[src/rtl/voice_level_display_pkg.sv]
// voice_level_display_pkg: seven-segment constants and window FSM states shared by the level display
package voice_level_display_pkg;
    localparam logic [6:0] SEG_BLANK = 7'h7F;
    localparam logic [3:0] AN_OFF = 4'hF;
    localparam logic [6:0] SEG_HEX [16] = '{
        7'h40, 7'h79, 7'h24, 7'h30, 7'h19, 7'h12, 7'h02, 7'h78,
        7'h00, 7'h10, 7'h08, 7'h03, 7'h46, 7'h21, 7'h06, 7'h0E
    };
    typedef enum logic {ACCUM, LATCH} win_state_t;
    function automatic logic [6:0] hex_to_seg(input logic [3:0] n);
        return SEG_HEX[n];
    endfunction
endpackage

[src/rtl/voice_level_display_seg7_scan_mux.sv]
// seg7_scan_mux: scans a 16-bit hex word onto four active-low multiplexed 7-segment digits
module seg7_scan_mux
    import voice_level_display_pkg::*;
#(
    parameter logic [15:0] REFRESH_DIV = 16'd50000
) (
    input  logic        clk,
    input  logic        nRESET,
    input  logic [15:0] hex,
    input  logic [3:0]  dp_mask,
    output logic [3:0]  an,
    output logic [6:0]  seg,
    output logic        dp
);
    logic [15:0] cnt;
    logic [1:0]  idx;
    logic        wrap;
    assign wrap = cnt == REFRESH_DIV - 16'd1;
    // anode, segments and dp all derive from the same idx so they switch on one edge
    always_ff @(posedge clk or negedge nRESET) begin
        if (!nRESET) begin
            cnt <= '0;
            idx <= '0;
            an  <= AN_OFF;
            seg <= SEG_BLANK;
            dp  <= 1'b1;
        end else begin
            cnt <= wrap ? '0 : cnt + 16'd1;
            idx <= wrap ? idx + 2'd1 : idx;
            an  <= ~(4'b0001 << idx);
            seg <= hex_to_seg(hex[{idx, 2'b00} +: 4]);
            dp  <= ~dp_mask[idx];
        end
    end
endmodule

[src/rtl/voice_level_display.sv]
// voice_level_display: windowed mean-abs level, peak hold and voice-activity flag shown on a 4-digit display
module voice_level_display
    import voice_level_display_pkg::*;
#(
    parameter int          WIN_LOG2    = 4,
    parameter logic [7:0]  THRESH      = 8'd16,
    parameter int          HANG        = 3,
    parameter logic [15:0] REFRESH_DIV = 16'd50000
) (
    input  logic       clk,
    input  logic       nRESET,
    input  logic [7:0] sample_in,
    input  logic       sample_valid,
    output logic [7:0] level,
    output logic [7:0] peak,
    input  logic       peak_clr,
    output logic       window_done,
    output logic       voice_active,
    output logic [3:0] an,
    output logic [6:0] seg,
    output logic       dp
);
    localparam int AW = 9 + WIN_LOG2;
    localparam logic [WIN_LOG2:0] WIN_LEN = (WIN_LOG2 + 1)'(1) << WIN_LOG2;
    win_state_t        state, state_nxt;
    logic [AW-1:0]     acc, acc_nxt, base_acc, sum;
    logic [WIN_LOG2:0] cnt, cnt_nxt, base_cnt, cnt1;
    logic [8:0]        mag;
    logic [7:0]        level_nxt, peak_nxt, peak_base, lvl_new, hang, hang_nxt;
    logic              done, loud, wd_nxt, va_nxt;
    assign mag = sample_in[7] ? ~{1'b1, sample_in} + 9'd1 : {1'b0, sample_in};
    // LATCH starts a fresh window, so a sample arriving there becomes the first of the next one;
    // the level is computed on the edge that captures the final sample so it is visible during LATCH
    always_comb begin
        base_acc  = state == LATCH ? '0 : acc;
        base_cnt  = state == LATCH ? '0 : cnt;
        sum       = base_acc + AW'(mag);
        cnt1      = base_cnt + (WIN_LOG2 + 1)'(1);
        done      = sample_valid && cnt1 == WIN_LEN;
        lvl_new   = 8'(sum >> WIN_LOG2);
        loud      = lvl_new >= THRESH;
        state_nxt = done ? LATCH : ACCUM;
        acc_nxt   = sample_valid ? sum : base_acc;
        cnt_nxt   = sample_valid ? cnt1 : base_cnt;
        level_nxt = done ? lvl_new : level;
        wd_nxt    = done;
        hang_nxt  = !done ? hang : loud ? 8'(HANG) : hang != 8'd0 ? hang - 8'd1 : hang;
        va_nxt    = !done ? voice_active : loud ? 1'b1 : hang != 8'd0 ? voice_active : 1'b0;
        peak_base = peak_clr ? '0 : peak;
        peak_nxt  = sample_valid && mag > {1'b0, peak_base} ? mag[7:0] : peak_base;
    end
    always_ff @(posedge clk or negedge nRESET) begin
        if (!nRESET) begin
            state        <= ACCUM;
            acc          <= '0;
            cnt          <= '0;
            level        <= '0;
            peak         <= '0;
            hang         <= '0;
            window_done  <= 1'b0;
            voice_active <= 1'b0;
        end else begin
            state        <= state_nxt;
            acc          <= acc_nxt;
            cnt          <= cnt_nxt;
            level        <= level_nxt;
            peak         <= peak_nxt;
            hang         <= hang_nxt;
            window_done  <= wd_nxt;
            voice_active <= va_nxt;
        end
    end
    seg7_scan_mux #(.REFRESH_DIV(REFRESH_DIV)) u_scan (
        .clk     (clk),
        .nRESET  (nRESET),
        .hex     ({peak, level}),
        .dp_mask ({3'b000, voice_active}),
        .an      (an),
        .seg     (seg),
        .dp      (dp)
    );
endmodule
[config.mk]
export PLATFORM = sky130hd
export DESIGN_NAME = voice_level_display
export DESIGN_NICKNAME = d
export VERILOG_FILES = /design/src/rtl/voice_level_display_pkg.sv /design/src/rtl/voice_level_display_seg7_scan_mux.sv /design/src/rtl/voice_level_display.sv
export SDC_FILE = /design/constraint.sdc
export NUM_CORES = 1
export LEC_CHECK = 0
export ABC_AREA = 1
export CAP_MARGIN = 20
export CORE_ASPECT_RATIO = 1.75
export CORE_MARGIN = 1.5
export CORE_UTILIZATION = 40
export DETAILED_ROUTE_END_ITERATION = 8
export HOLD_SLACK_MARGIN = 0.05
export PLACE_DENSITY = 0.58
export SLEW_MARGIN = 10
export SYNTH_ARGS = -nofsm -noshare
export SYNTH_HDL_FRONTEND = slang
export SYNTH_SLANG_ARGS = --single-unit
[constraint.sdc]
create_clock -name clk -period 4 [get_ports clk]
set_input_delay 0.8 -clock clk [delete_from_list [all_inputs] [get_ports clk]]
set_output_delay 0.8 -clock clk [all_outputs]
set_load 0.005 [all_outputs]
# ---- Word-level counts from Yosys, hierarchy flattened
# Memory sizes are Yosys's and may differ from the RTL's. A register that Yosys moved wholly into a read port is not among the register bits.
# Index checks and enable logic that the tools add are counted.
dict set report totals {
  register_bits 68
  mem_bits_ro 112
  in_bits 12
  out_inout_bits 30
  wordCells 53
  memories 1
}
# memory depth width read_ports rd_ports_with_merged_regs wr line_no
set memory_table {}
lappend memory_table {{(no name shown)} 16 7 1 1 0 voice_level_display_pkg.sv:11} ;# return SEG_HEX[n];
dict set report classes {
  n_addsub 6
  n_lt_le_gt_ge 3
  eq_ne 3
  n_shift 2
  mux 15
  n_bitwise 4
  n_reduce_logical 7
}
# cell count
set ops {}
lappend ops {{8-bit two-way mux} 4}
lappend ops {{13-bit two-way mux} 2}
lappend ops {{16-bit by 1-bit adder with 16-bit output, second input constant} 1}
lappend ops {{16-bit equality test, second input constant} 1}
lappend ops {{16-bit two-way mux} 1}
lappend ops {{16-bit by 5-bit indexed part select with 4-bit output} 1}
lappend ops {{13-bit by 9-bit adder with 13-bit output} 1}
lappend ops {{5-bit two-way mux} 2}
lappend ops {{9-bit by 1-bit adder with 9-bit output, second input constant} 1}
lappend ops {{9-bit by 8-bit > comparator with 1-bit output} 1}
lappend ops {{9-bit two-way mux} 1}
lappend ops {{9-bit inverter} 1}
lappend ops {{8-bit by 5-bit >= comparator with 1-bit output, second input constant} 1}
lappend ops {{8-bit nonzero test} 1}
lappend ops {{8-bit by 1-bit subtractor with 8-bit output, second input constant} 1}
lappend ops {{5-bit by 1-bit adder with 5-bit output, second input constant} 1}
lappend ops {{5-bit equality test, second input constant} 1}
lappend ops {{4-bit inverter with 5-bit output} 1}
lappend ops {{1-bit two-way mux} 4}
lappend ops {{4-bit inverter} 1}
lappend ops {{2-bit AND reduction} 2}
lappend ops {{1-bit by 2-bit left shift with 4-bit output, first input constant} 1}
lappend ops {{2-bit by 3-bit < comparator with 1-bit output, second input constant} 1}
lappend ops {{2-bit by 1-bit adder with 2-bit output, second input constant} 1}
lappend ops {{6 further kinds} 7}

# ---- Depth between registers and ports, before layout
dict set report logic_depth {
  depth_word 7
  ltp_mapped 23
}

# ---- Hierarchy
# Synthesis repeated with hierarchy kept, for this count alone.
dict set report hier_totals {
  hier_cells 600
  area_unflattened_um2 4614.4
}
# module n_inst cells_per_inst area_each_um2
set modules_own_cells {}
lappend modules_own_cells {voice_level_display 1 364 2802.7}
lappend modules_own_cells {seg7_scan_mux 1 236 1811.7}

# ---- Least setup slack after synthesis
# OpenSTA, ideal clock, no wires.
dict set report synth_path {
  path_type {input-to-reg}
  start {in sample_in[0]}
  end {reg hang[1]}
  t_arrival_ns 2.946
  required_time_ns 3.880
  path_slack_ns 0.933
  path_stages 20
  path_buffers 0
  path_cell_list {inv_1 > ha_1 > nand2_1 > o21ai_0 > inv_1 > fa_1 > inv_1 > a31oi_1 > nor2_1 > nand3_1 > nand2_2 > nand2_2 > nand2_1 > nand2_1 > nand2_1 > nand2_1 > nor2_2 > nand2_4 > nand2_2 > nand2_1}
}
dict set report synth_between {
  elab_chain_len 7
}
# element line_no
set synth_lines {}
lappend synth_lines {{start, declared} voice_level_display.sv:12} ;# input logic [7:0] sample_in,
lappend synth_lines {{9-bit inverter} voice_level_display.sv:31} ;# assign mag = sample_in[7] ? ~{1'b1, sample_in} + 9'd1 : {1'b0, sample_in};
lappend synth_lines {{9-bit by 1-bit adder with 9-bit output} voice_level_display.sv:31}
lappend synth_lines {{9-bit two-way mux *} voice_level_display.sv:31}
lappend synth_lines {{13-bit by 9-bit adder with 13-bit output *} voice_level_display.sv:37} ;# sum = base_acc + AW'(mag);
lappend synth_lines {{8-bit by 5-bit >= comparator with 1-bit output *} voice_level_display.sv:41} ;# loud = lvl_new >= THRESH;
lappend synth_lines {{2-bit nonzero test (no line)} --}
lappend synth_lines {{2-bit AND reduction (no line)} --}
lappend synth_lines {{end signal, assigned} voice_level_display.sv:68} ;# hang <= hang_nxt;
lappend synth_lines {{end, declared} voice_level_display.sv:29} ;# logic [7:0] level_nxt, peak_nxt, peak_base, lvl_new, hang, hang_nxt;
# Every way passes the cells marked *; elsewhere a longest branch is shown, timed or not.
# A chain may end at the register's enable or synchronous reset.

# ---- Final worst setup path
dict set report layout_path {
  start {in sample_in[0]}
  end {reg voice_active}
}
dict set report layout_between {
  elab_chain_len 7
}
# element line_no
set layout_lines {}
lappend layout_lines {{9-bit inverter} voice_level_display.sv:31}
lappend layout_lines {{9-bit by 1-bit adder with 9-bit output} voice_level_display.sv:31}
lappend layout_lines {{9-bit two-way mux *} voice_level_display.sv:31}
lappend layout_lines {{13-bit by 9-bit adder with 13-bit output *} voice_level_display.sv:37}
lappend layout_lines {{8-bit by 5-bit >= comparator with 1-bit output *} voice_level_display.sv:41}
lappend layout_lines {{2-bit inequality test (no line)} --}
lappend layout_lines {{2-bit AND reduction (no line)} --}
lappend layout_lines {{end signal, assigned} voice_level_display.sv:70} ;# voice_active <= va_nxt;
lappend layout_lines {{end, declared} voice_level_display.sv:18} ;# output logic voice_active,
# Marked as above.

==> results_dict.tcl <==
set metrics [dict create \
    route.antenna.remaining_nets 0 \
    port-buffer-count 41 \
    synthToLayoutAreaGrowth_pct 19.6 \
    grt_pass1_wl_mm 17.7 \
    initial_utilization_pct 41.3 \
    timing.hold.worst_endpoint "u_scan.cnt[0]" \
    routed_via_density 4.98 \
    layout_setup_ws_ps 541 \
    run_status "finished clean" \
    postLayoutCellArea_mm2 0.00535 \
    synth_enable_flop_cells 0 \
    synth.area.mux_share_pct 0 \
    cts-root-buf "clkbuf_16" \
    ctsHoldBuffers 0 \
    timing.hold.worst_path_depth 1 \
    setup.reg_to_reg.worst_slack_ps 1160 \
    hold_violations 0 \
    multiInputGateArea_mm2 0.00225 \
    register_area_mm2 0.00184 \
    clock-skew-final_ps 8.57 \
    maximum_number_of_pins_on_one_net_before_global_route_repair 32 \
    placementRows 50 \
    timing_max_transition_violations_final 0 \
    post_synth_instance_area_mm2 0.00447 \
    worst_ep_arrival_time_ps 3680 \
    setup_fix_bufs_post_cts 0 \
    synth.ff_latch_count 73 \
    n_antenna_cell 0 \
    power_density_mw_per_mm2 594 \
    synth_simple_gate_area_share_pct 27.4 \
    drv.max_cap_violation_count 0 \
    cts_buffer_depth 2 \
    fillCellCount 1074 \
    netlist_instances 562 \
    netlist-cell-type-count 46 \
    place.detailed.instances 729 \
    die_area_mm2 0.0119 \
    worst-path-max-fanout 7 \
    net_count_after_synthesis 605 \
    final_cell_mix "nand2_1 (138), inv_1 (81), dfrtp_1 (61)" \
    wirelength_mm 10.0 \
    drt_iter0_drc 128 \
    vdd_ir_drop_max_v 0.000312 \
    min_from "u_scan.cnt[0]" \
    post_cts_resized 0 \
    synth-adder-area-share_pct 8.84 \
    post_synth.cell_area_avg_um2 7.96 \
    timing.final.crit_period_ps 3460 \
    worstRegToRegCells 14 \
    fin_cells 745 \
    power.static_leakage_nw 2.69 \
    layout.cells.most_common "nand2_1" \
    final_net_count 653 \
    dominant_combinational_cell_family_by_area_after_synthesis "simple AND/OR/NAND/NOR gates" \
    critPathLaunchType "primary input" \
    post-dp-hpwl_mm 7.82 \
    hold_path_class "flop to flop" \
    layout-drive-gt1-share_pct 13.2 \
    final_core_area_utilization_pct 49.4 \
    dr.pass1.iters 5 \
    finalSetupTns_ps 0 \
    detail_route.wl_per_cell_um 13.4 \
    synth.yosys.warnings 0 \
    worstReg2RegEnd "hang[4]" \
    first_global_vias 3929 \
    number_of_top_level_design_ports 42 \
    async_flop_share_pct 100 \
    synth_sequential_area_ratio_pct 41.2 \
    dp_slack_ps 150 \
    chipHeight_um 143 \
    postSynth.topFlopCell "dfrtp_1" \
    slew_headroom_pct 47.9 \
    synth_xor_area_share_pct 4.50 \
    max_freq_ghz 0.289 \
    final.period_utilization_pct 86.5 \
    grt_use_total_pct 18.5 \
    cts.htree.levels 3 \
    critical_path_required_ps 4220 \
    clkTransAtPathRegs_ps 60 \
    cts.sink_count 73 \
    reg2reg_launch_point "state" \
    grt_setup_unrepaired "no" \
    grt_antenna_before_repair 0 \
    worstSetupEndpointType "flop" \
    clk-insertion-delay-late_ps 340 \
    route.detailed.drc 0 \
    crit_type "primary input to flop" \
    slew_at_the_pin_closest_to_its_max_slew_limit_ps 775 \
    vias 3709 \
    report.final.setup_viol 0 \
    globalplace.congestion 0.839 \
    core_mm2 0.0108 \
    die_width_um 82.9 \
    placedInstanceArea_mm2 0.00503 \
    synth_compound_area_share_pct 9.59 \
    cts-buffers-inserted 9 \
    grt_overflow 0 \
    tritoncts "done" \
]
-- per-stage QoR --
stage	hold WS (ps)	total power [mW]
floorplan	433	1.92
global placement	444	2.31
detailed placement	454	2.34
CTS	461	3.22
global route	464	3.44
finish	458	3.18
-- flip-flops by register name (all words and copies together) (netlist names) --
| register | flops |
|---|---|
| u_scan.cnt | 16 |
| voice_active | 1 |
| state | 1 |
| u_scan.dp | 1 |
| u_scan.idx | 2 |
| peak | 8 |
| hang | 8 |
| acc | 12 |
| level | 8 |
| u_scan.an | 4 |
| u_scan.seg | 7 |
| cnt | 5 |
-- worst max-delay path: stages --
cell and delay [ps]:
clkdlybuf4s50_1 510, inv_1 110, ha_1 250, inv_1 70, nand2_1 60, xor2_1 130, inv_1 90, ha_1 350
a21oi_1 140, nand2_1 80, nand2_1 80, nand2_1 50, nand2_1 70, nand2_2 60, nand3_2 70, nand2_2 80
nand2_2 80, nand2_1 50, nand2_1 90, nand2_2 70, nor2_2 130, nand2_4 110, nand2_2 100, nand2_1 60
-- cells by family (layout without fill, tap and decap cells) --
kind of cell    count (synthesis)  count (layout)
simple gates                  266             266
buf+inv                        95             148
compound gates                 73              73
flops                          73              73
fa+ha+maj                      31              31
xor+xnor                       23              23
other cells                     1               1
-- worst max path at each step --
stage | start | endpoint | slack (ps) | cells past startpoint
finish | sample_in[0] | voice_active | 540 | 24
global route | sample_in[0] | voice_active | 120 | 24
CTS | sample_in[0] | voice_active | 500 | 24
detailed placement | sample_in[0] | voice_active | 150 | 24
global placement | sample_in[0] | hang[1] | 220 | 24
floorplan | sample_in[0] | hang[1] | 930 | 20
-- per-layer routing --
layer,share of wire (%),GRT usage (%),up-vias
met5,0,0,-
met4,3.1,8.77,0
met3,2.4,2.95,21
met2,54,35.6,62
met1,40,19.5,1746
li1,-,-,1880
-- Yosys cell counts, types with 6 or more instances --
cell type  instances  area share (%)
xor2_1            16             3.1
nand3_1           27             3.0
xnor2_1            7             1.4
o21ai_0           33             3.7
a21oi_2            6             1.2
dfstp_2           12             7.0
dfrtp_1           61              34
nand3_2            6             1.3
nand4_1            6            0.84
a21oi_1           15             1.7
inv_1             81             6.8
nand2_2           22             3.1
nor2_1            44             3.7
ha_1              30             8.4
nor2_2             6            0.84
a31oi_1            6            0.84
nand2_1          138              12
-- area by class of cell --
class                      count  share of cell area, %
timing repair buffer          48                   8.56
tap                          130                   3.04
clock buffer                  13                   4.68
multi-input combinational    394                   42.2
clock inverter                 3                   1.22
inverter                      84                   5.92
sequential                    73                   34.4
-- report_power, final --
part	total [mW]	leakage (nW)	switching (mW)	internal, mW
combinational	1.25	1.63	0.722	0.525
clock	0.862	0.154	0.300	0.563
sequential	1.07	0.911	0.114	0.954
No activity file was read; power rests on OpenSTA's default activity.
